**src/rtl/xor_parity_engine.sv**
```systemverilog
// XOR parity engine: folds a framed word stream into column parity (XOR word),
// row parity (bit XOR with even/odd mode) and a saturating word count.
module xor_parity_engine #(
    parameter int WIDTH = 8,
    parameter int CNT_W = 16
) (
    input  logic             clk,
    input  logic             rst_n,
    input  logic             in_valid,
    output logic             in_ready,
    input  logic [WIDTH-1:0] in_data,
    input  logic             in_last,
    input  logic             mode_odd,
    output logic             out_valid,
    input  logic             out_ready,
    output logic [WIDTH-1:0] out_word,
    output logic             out_parity,
    output logic [CNT_W-1:0] out_count
);

    typedef enum logic [1:0] {
        IDLE,
        ACCUM,
        HOLD
    } state_t;

    localparam logic [CNT_W-1:0] CNT_MAX = {CNT_W{1'b1}};

    state_t            state;
    state_t            state_next;
    logic [WIDTH-1:0]  acc;
    logic [CNT_W-1:0]  cnt;
    logic              mode_q;
    logic              accept;

    assign accept = in_valid && in_ready;

    always_comb begin
        state_next = state;
        in_ready   = 1'b0;
        out_valid  = 1'b0;
        unique case (state)
            IDLE, ACCUM: begin
                in_ready = 1'b1;
                if (accept) begin
                    state_next = in_last ? HOLD : ACCUM;
                end
            end
            HOLD: begin
                out_valid = 1'b1;
                if (out_ready) begin
                    state_next = IDLE;
                end
            end
            default: begin
                state_next = IDLE;
            end
        endcase
    end

    always_ff @(posedge clk or negedge rst_n) begin
        if (!rst_n) begin
            state <= IDLE;
        end else begin
            state <= state_next;
        end
    end

    // The first word of a frame restarts the fold and is the only place the mode is captured.
    always_ff @(posedge clk or negedge rst_n) begin
        if (!rst_n) begin
            acc    <= '0;
            cnt    <= '0;
            mode_q <= 1'b0;
        end else if (accept) begin
            if (state == IDLE) begin
                acc    <= in_data;
                cnt    <= CNT_W'(1);
                mode_q <= mode_odd;
            end else begin
                acc <= acc ^ in_data;
                if (cnt != CNT_MAX) begin
                    cnt <= cnt + CNT_W'(1);
                end
            end
        end
    end

    // Results are only exposed while held; everywhere else the outputs read as zero.
    assign out_word   = (state == HOLD) ? acc : '0;
    assign out_parity = (state == HOLD) ? ((^acc) ^ mode_q) : 1'b0;
    assign out_count  = (state == HOLD) ? cnt : '0;

endmodule

```
**config.mk**
```make
export PLATFORM = sky130hd
export DESIGN_NAME = xor_parity_engine
export DESIGN_NICKNAME = d
export VERILOG_FILES = /design/src/rtl/xor_parity_engine.sv
export SDC_FILE = /design/constraint.sdc
export NUM_CORES = 1
export LEC_CHECK = 0
export ABC_AREA = 1
export CORE_MARGIN = 2
export CORE_UTILIZATION = 55
export CTS_CLUSTER_DIAMETER = 60
export DETAILED_ROUTE_END_ITERATION = 8
export HOLD_SLACK_MARGIN = 0.12
export PLACE_DENSITY = 0.85
export SYNTH_ARGS = -nofsm -noshare
export SYNTH_HDL_FRONTEND = slang
export SYNTH_SLANG_ARGS = --single-unit
```
**constraint.sdc**
```tcl
create_clock -name clk -period 4.9 [get_ports clk]
set_clock_uncertainty 0.2 [all_clocks]
set_input_delay 0.98 -clock clk [delete_from_list [all_inputs] [get_ports clk]]
set_output_delay 0.98 -clock clk [all_outputs]
set_load 0.05 [all_outputs]
```
# Word-level counts from Yosys, hierarchy flattened
# Index checks and enable logic that the tools add are counted.
dict set report word_totals {
  ff_bits 27
  in_bits 14
  out_inout_bits 27
  word_cells 32
}
dict set report classes {
  n_addsub 1
  n_eq_ne 5
  n_mux 12
  bitwise 2
  reduce_logical 8
}
# operator count
set ops {}
lappend ops {{$mux W16} 3}
lappend ops {{$add A16 B1 Y16 const B} 1}
lappend ops {{$mux W8} 2}
lappend ops {{$ne A16 B16 Y1 const B} 1}
lappend ops {{$reduce_xor A8 Y1} 1}
lappend ops {{$xor A8 B8 Y8} 1}
lappend ops {{$mux W2} 3}
lappend ops {{$reduce_and A2 Y1} 3}
lappend ops {{$ne A2 B2 Y1 const B} 2}
lappend ops {{$pmux W2 S2} 1}
lappend ops {{$mux W1} 3}
lappend ops {{$eq A2 B1 Y1 const B} 1}
lappend ops {{$eq A2 B2 Y1 const B} 1}
lappend ops {{$logic_not A2 Y1} 1}
lappend ops {{$reduce_bool A2 Y1} 1}
lappend ops {{$reduce_or A2 Y1} 1}
lappend ops {{$logic_and A1 B1 Y1} 1}
lappend ops {{$xor A1 B1 Y1} 1}

# Longest topological paths before layout
dict set report depth {
  ltp_word 6
  ltp_mapped 11
}

# Worst setup path after synthesis
# OpenSTA, ideal clock, no wires.
dict set report synth_path {
  kind {register to output}
  start {reg state[0]}
  end {out out_parity}
  arrival_ns 1.786
  required_time_ns 3.720
  slack_ns 1.934
  path_stages_with_launch 7
  path_buffers 1
  path_cell_list {dfrtp_1 > buf_4 > inv_1 > nand2_1 > inv_1 > nand2_1 > nor2_1}
}
dict set report synth_between {
  elab_chain_cells 2
}
# item line
set synth_rtl {}
lappend synth_rtl {{start, declared} 29} ;# state_t state;
lappend synth_rtl {{start signal, assigned} 65} ;# state <= state_next;
lappend synth_rtl {{$eq A2 B2 Y1} 91} ;# assign out_parity = (state == HOLD) ? ((^acc) ^ mode_q) : 1'b0;
lappend synth_rtl {{$mux W1} 91}
lappend synth_rtl {{end, declared} 17} ;# output logic out_parity,
# No other way between the ends.

# Worst setup path after layout
# Ends and elaborated chain as after synthesis.

==> results.cfg <==
[critical_path]
reg2reg_setup_slack_ns = 2.98
crit_fanout = 26
start_kind = register
end_kind = primary output
ff2ff_path_depth = 10
cp.required_ns = 3.72
reg2reg_to = cnt[8]
r2r_start = cnt[1]
critPathKind = register to primary output
arrival_ns = 2.64

[placement]
gp_congestion = 0.8982
port_buffers = 40
dpl.hpwl_mm = 3.249

[worst_hold_path]
holdPathStages = 1
hold_end = state[0]
hold_class = register to register
hp-start = state[1]

[cts]
cts_resized = 0
cts.sinks = 27
holdBufCountCts = 0
root_buffer = clkbuf_4
cts_inserted_buffers = 3
clockBufferDepth = 2
cts_setup_buffers = 0
cts.reportedPaths.clkPinSlew_ns = 0.14
worst_skew_pair.late_latency_ns = 0.33
cts_tree = done
cts_max_level = 1

[route]
wl_mm = 4.150
first_pass_iters = 4
ant_nets = 0
route.met2.wl_mm = 1.938
dr.max_layer_used = met4
drc = 0
via_per_inst = 4.874
wl_met3_um = 204
wl_per_cell_um = 11.10
drt_iter0_drc = 120
wl_met1_mm = 1.973
vias = 1823

[grt]
grt_pass1_vias = 1677
grtUsageTotal_pct = 22.20
antenna_found_initial = 0
grt_max_degree = 27
grt_pass1_wl_mm = 7.245
overflow = 0

[yosys]
syn_inst = 289
synth_fp_nets = 304
yosysWarnings = 0
synth_seq_area_share_pct = 34.91
syn_area_sq_mm = 0.001936
netlist.area_leader.share_pct = 34.91
synth-seq-cells = 27
syn_area_per_cell_sq_um = 6.698
yosys.area.top_type = dfrtp_1
ys_top_cells_by_area = dfrtp_1 35%, nand2_1 18%, inv_1 8.9%, nor2_1 8.7%, xnor2_1 4.1%
synthDistinctLibCells = 28

[power]
p_leak_nw = 1.127
peakVddDrop_uv = 248.4
p_per_area_mw_per_mm2 = 315.5

[floorplanning]
dieArea_sq_mm = 0.004010
dieWidth_um = 63.33
initial_core_util_pct = 57.55
core_area_sq_mm = 0.003363
io_pins = 41
rows = 21
fp.dieH_um = 63.33

[finish]
syn_to_final_growth_pct = 23.21
num_antenna_cells = 0
layout-drive-gt1-share_pct = 8.232
post-route-util_pct = 70.91
nFillCells = 323
layout.nets = 344

[sta]
setup_viol = 0
finalCriticalPeriod_ns = 3.821
drv_slew = 0
setup_tns_ns = 0
tightest_slew_ns = 0.8646
period_share_pct = 77.97
slew_headroom_pct = 42.22
timing.hold.ws_ns = 0.3244
max_clock_freq_mhz = 261.7
hold_viol = 0
rsz0062_at_grt = false

[flow_run]
maxCapViolCount = 0

[run_status]
status = complete, no violations
-- placed cells by master (no fill, tap or decap), drive strengths merged, types with 6 or more instances in the layout --
cell | Yosys | routed
xnor2 | 9 | 9
inv | 48 | 48
clkdlybuf4s50 | 0 | 40
nor2 | 50 | 50
o21ai | 17 | 17
xor2 | 6 | 6
nand3 | 16 | 16
nand2 | 98 | 98
nand4 | 6 | 6
dfrtp | 27 | 27
-- cell families (layout without fill, tap and decap cells) --
family,count (synthesis),in the layout,synth area share [%]
xor+xnor,15,15,6.788
fa+ha+maj,1,1,0.6463
flops,27,27,34.91
compound gates,20,20,6.270
simple gates,172,172,39.75
buf+inv,54,93,11.64
-- worst max-delay path by stage --
| stage | start | endpoint | cells past startpoint |
|---|---|---|---|
| after CTS | state[0] | out_parity | 6 |
| after detailed placement | state[0] | out_parity | 6 |
| after floorplan | state[0] | out_parity | 6 |
| after global placement | state[0] | out_parity | 6 |
| final | state[0] | out_parity | 6 |
| after global routing | state[0] | out_parity | 6 |
-- through the flow --
step / cells / setup WS, ns / instance area (sq um) / power [mW]
after global routing: 374 / 0.8571 / 2385 / 0.8268
after global placement: 370 / 1.493 / 2359 / 0.6484
after detailed placement: 370 / 1.443 / 2359 / 0.6624
final: 374 / 1.079 / 2385 / 0.7523
after CTS: 374 / 1.072 / 2385 / 0.7585
after floorplan: 289 / 1.934 / 1936 / 0.5797
-- synth_stat cells --
| library cell | number |
|---|---|
| nand2_2 | 3 |
| nand3_2 | 5 |
| xnor2_1 | 9 |
| nand2_1 | 93 |
| inv_1 | 46 |
| buf_4 | 1 |
| nand3_1 | 11 |
| dfrtp_1 | 27 |
| buf_2 | 1 |
| xor2_1 | 6 |
| o21ai_0 | 10 |
| clkbuf_1 | 2 |
| ha_1 | 1 |
| a21oi_1 | 2 |
| inv_2 | 1 |
| nor2_2 | 3 |
| a211oi_1 | 1 |
| nor3_2 | 1 |
| nor2_1 | 45 |
| o21ai_2 | 5 |
| o21ai_1 | 2 |
| nand3b_1 | 1 |
| nand2_4 | 1 |
| nand2_8 | 1 |
| nor2_4 | 2 |
| nand4_1 | 6 |
| buf_6 | 2 |
| inv_4 | 1 |
-- report_power, final --
group / internal [mW] / switching, mW
clock network: 0.0320 / 0.0652
registers: 0.263 / 0.0528
logic: 0.130 / 0.209
-- cell type report --
| type | instances | area, sq um | area share [%] |
|---|---|---|---|
| Clock buffer | 4 | 26.28 | 1.102 |
| Tap cell | 46 | 57.56 | 2.413 |
| Inverter | 48 | 182.7 | 7.660 |
| Multi-Input combinational cell | 208 | 1035 | 43.39 |
| Timing Repair Buffer | 41 | 407.9 | 17.10 |
| Sequential cell | 27 | 675.6 | 28.33 |
-- metal layers --
layer | GRT usage [%] | vias to the layer above
li1 | - | 953
met1 | 31.00 | 826
met2 | 36.32 | 39
met3 | 3.393 | 5
met4 | 5.163 | 0
met5 | 0 | -
-- worst max-delay path, stage by stage, from the launching register on --
cell and delay [ns]:
dfrtp_1 0.55, inv_1 0.10, nand2_1 0.49, inv_1 0.22, nand2_1 0.07, nor2_1 0.08
clkdlybuf4s50_1 0.80
-- registers in the layout (all words and copies together) (netlist names) --
signal,flops
acc,8
state,2
mode_q,1
cnt,16
Power figures use the tool's default switching activity.
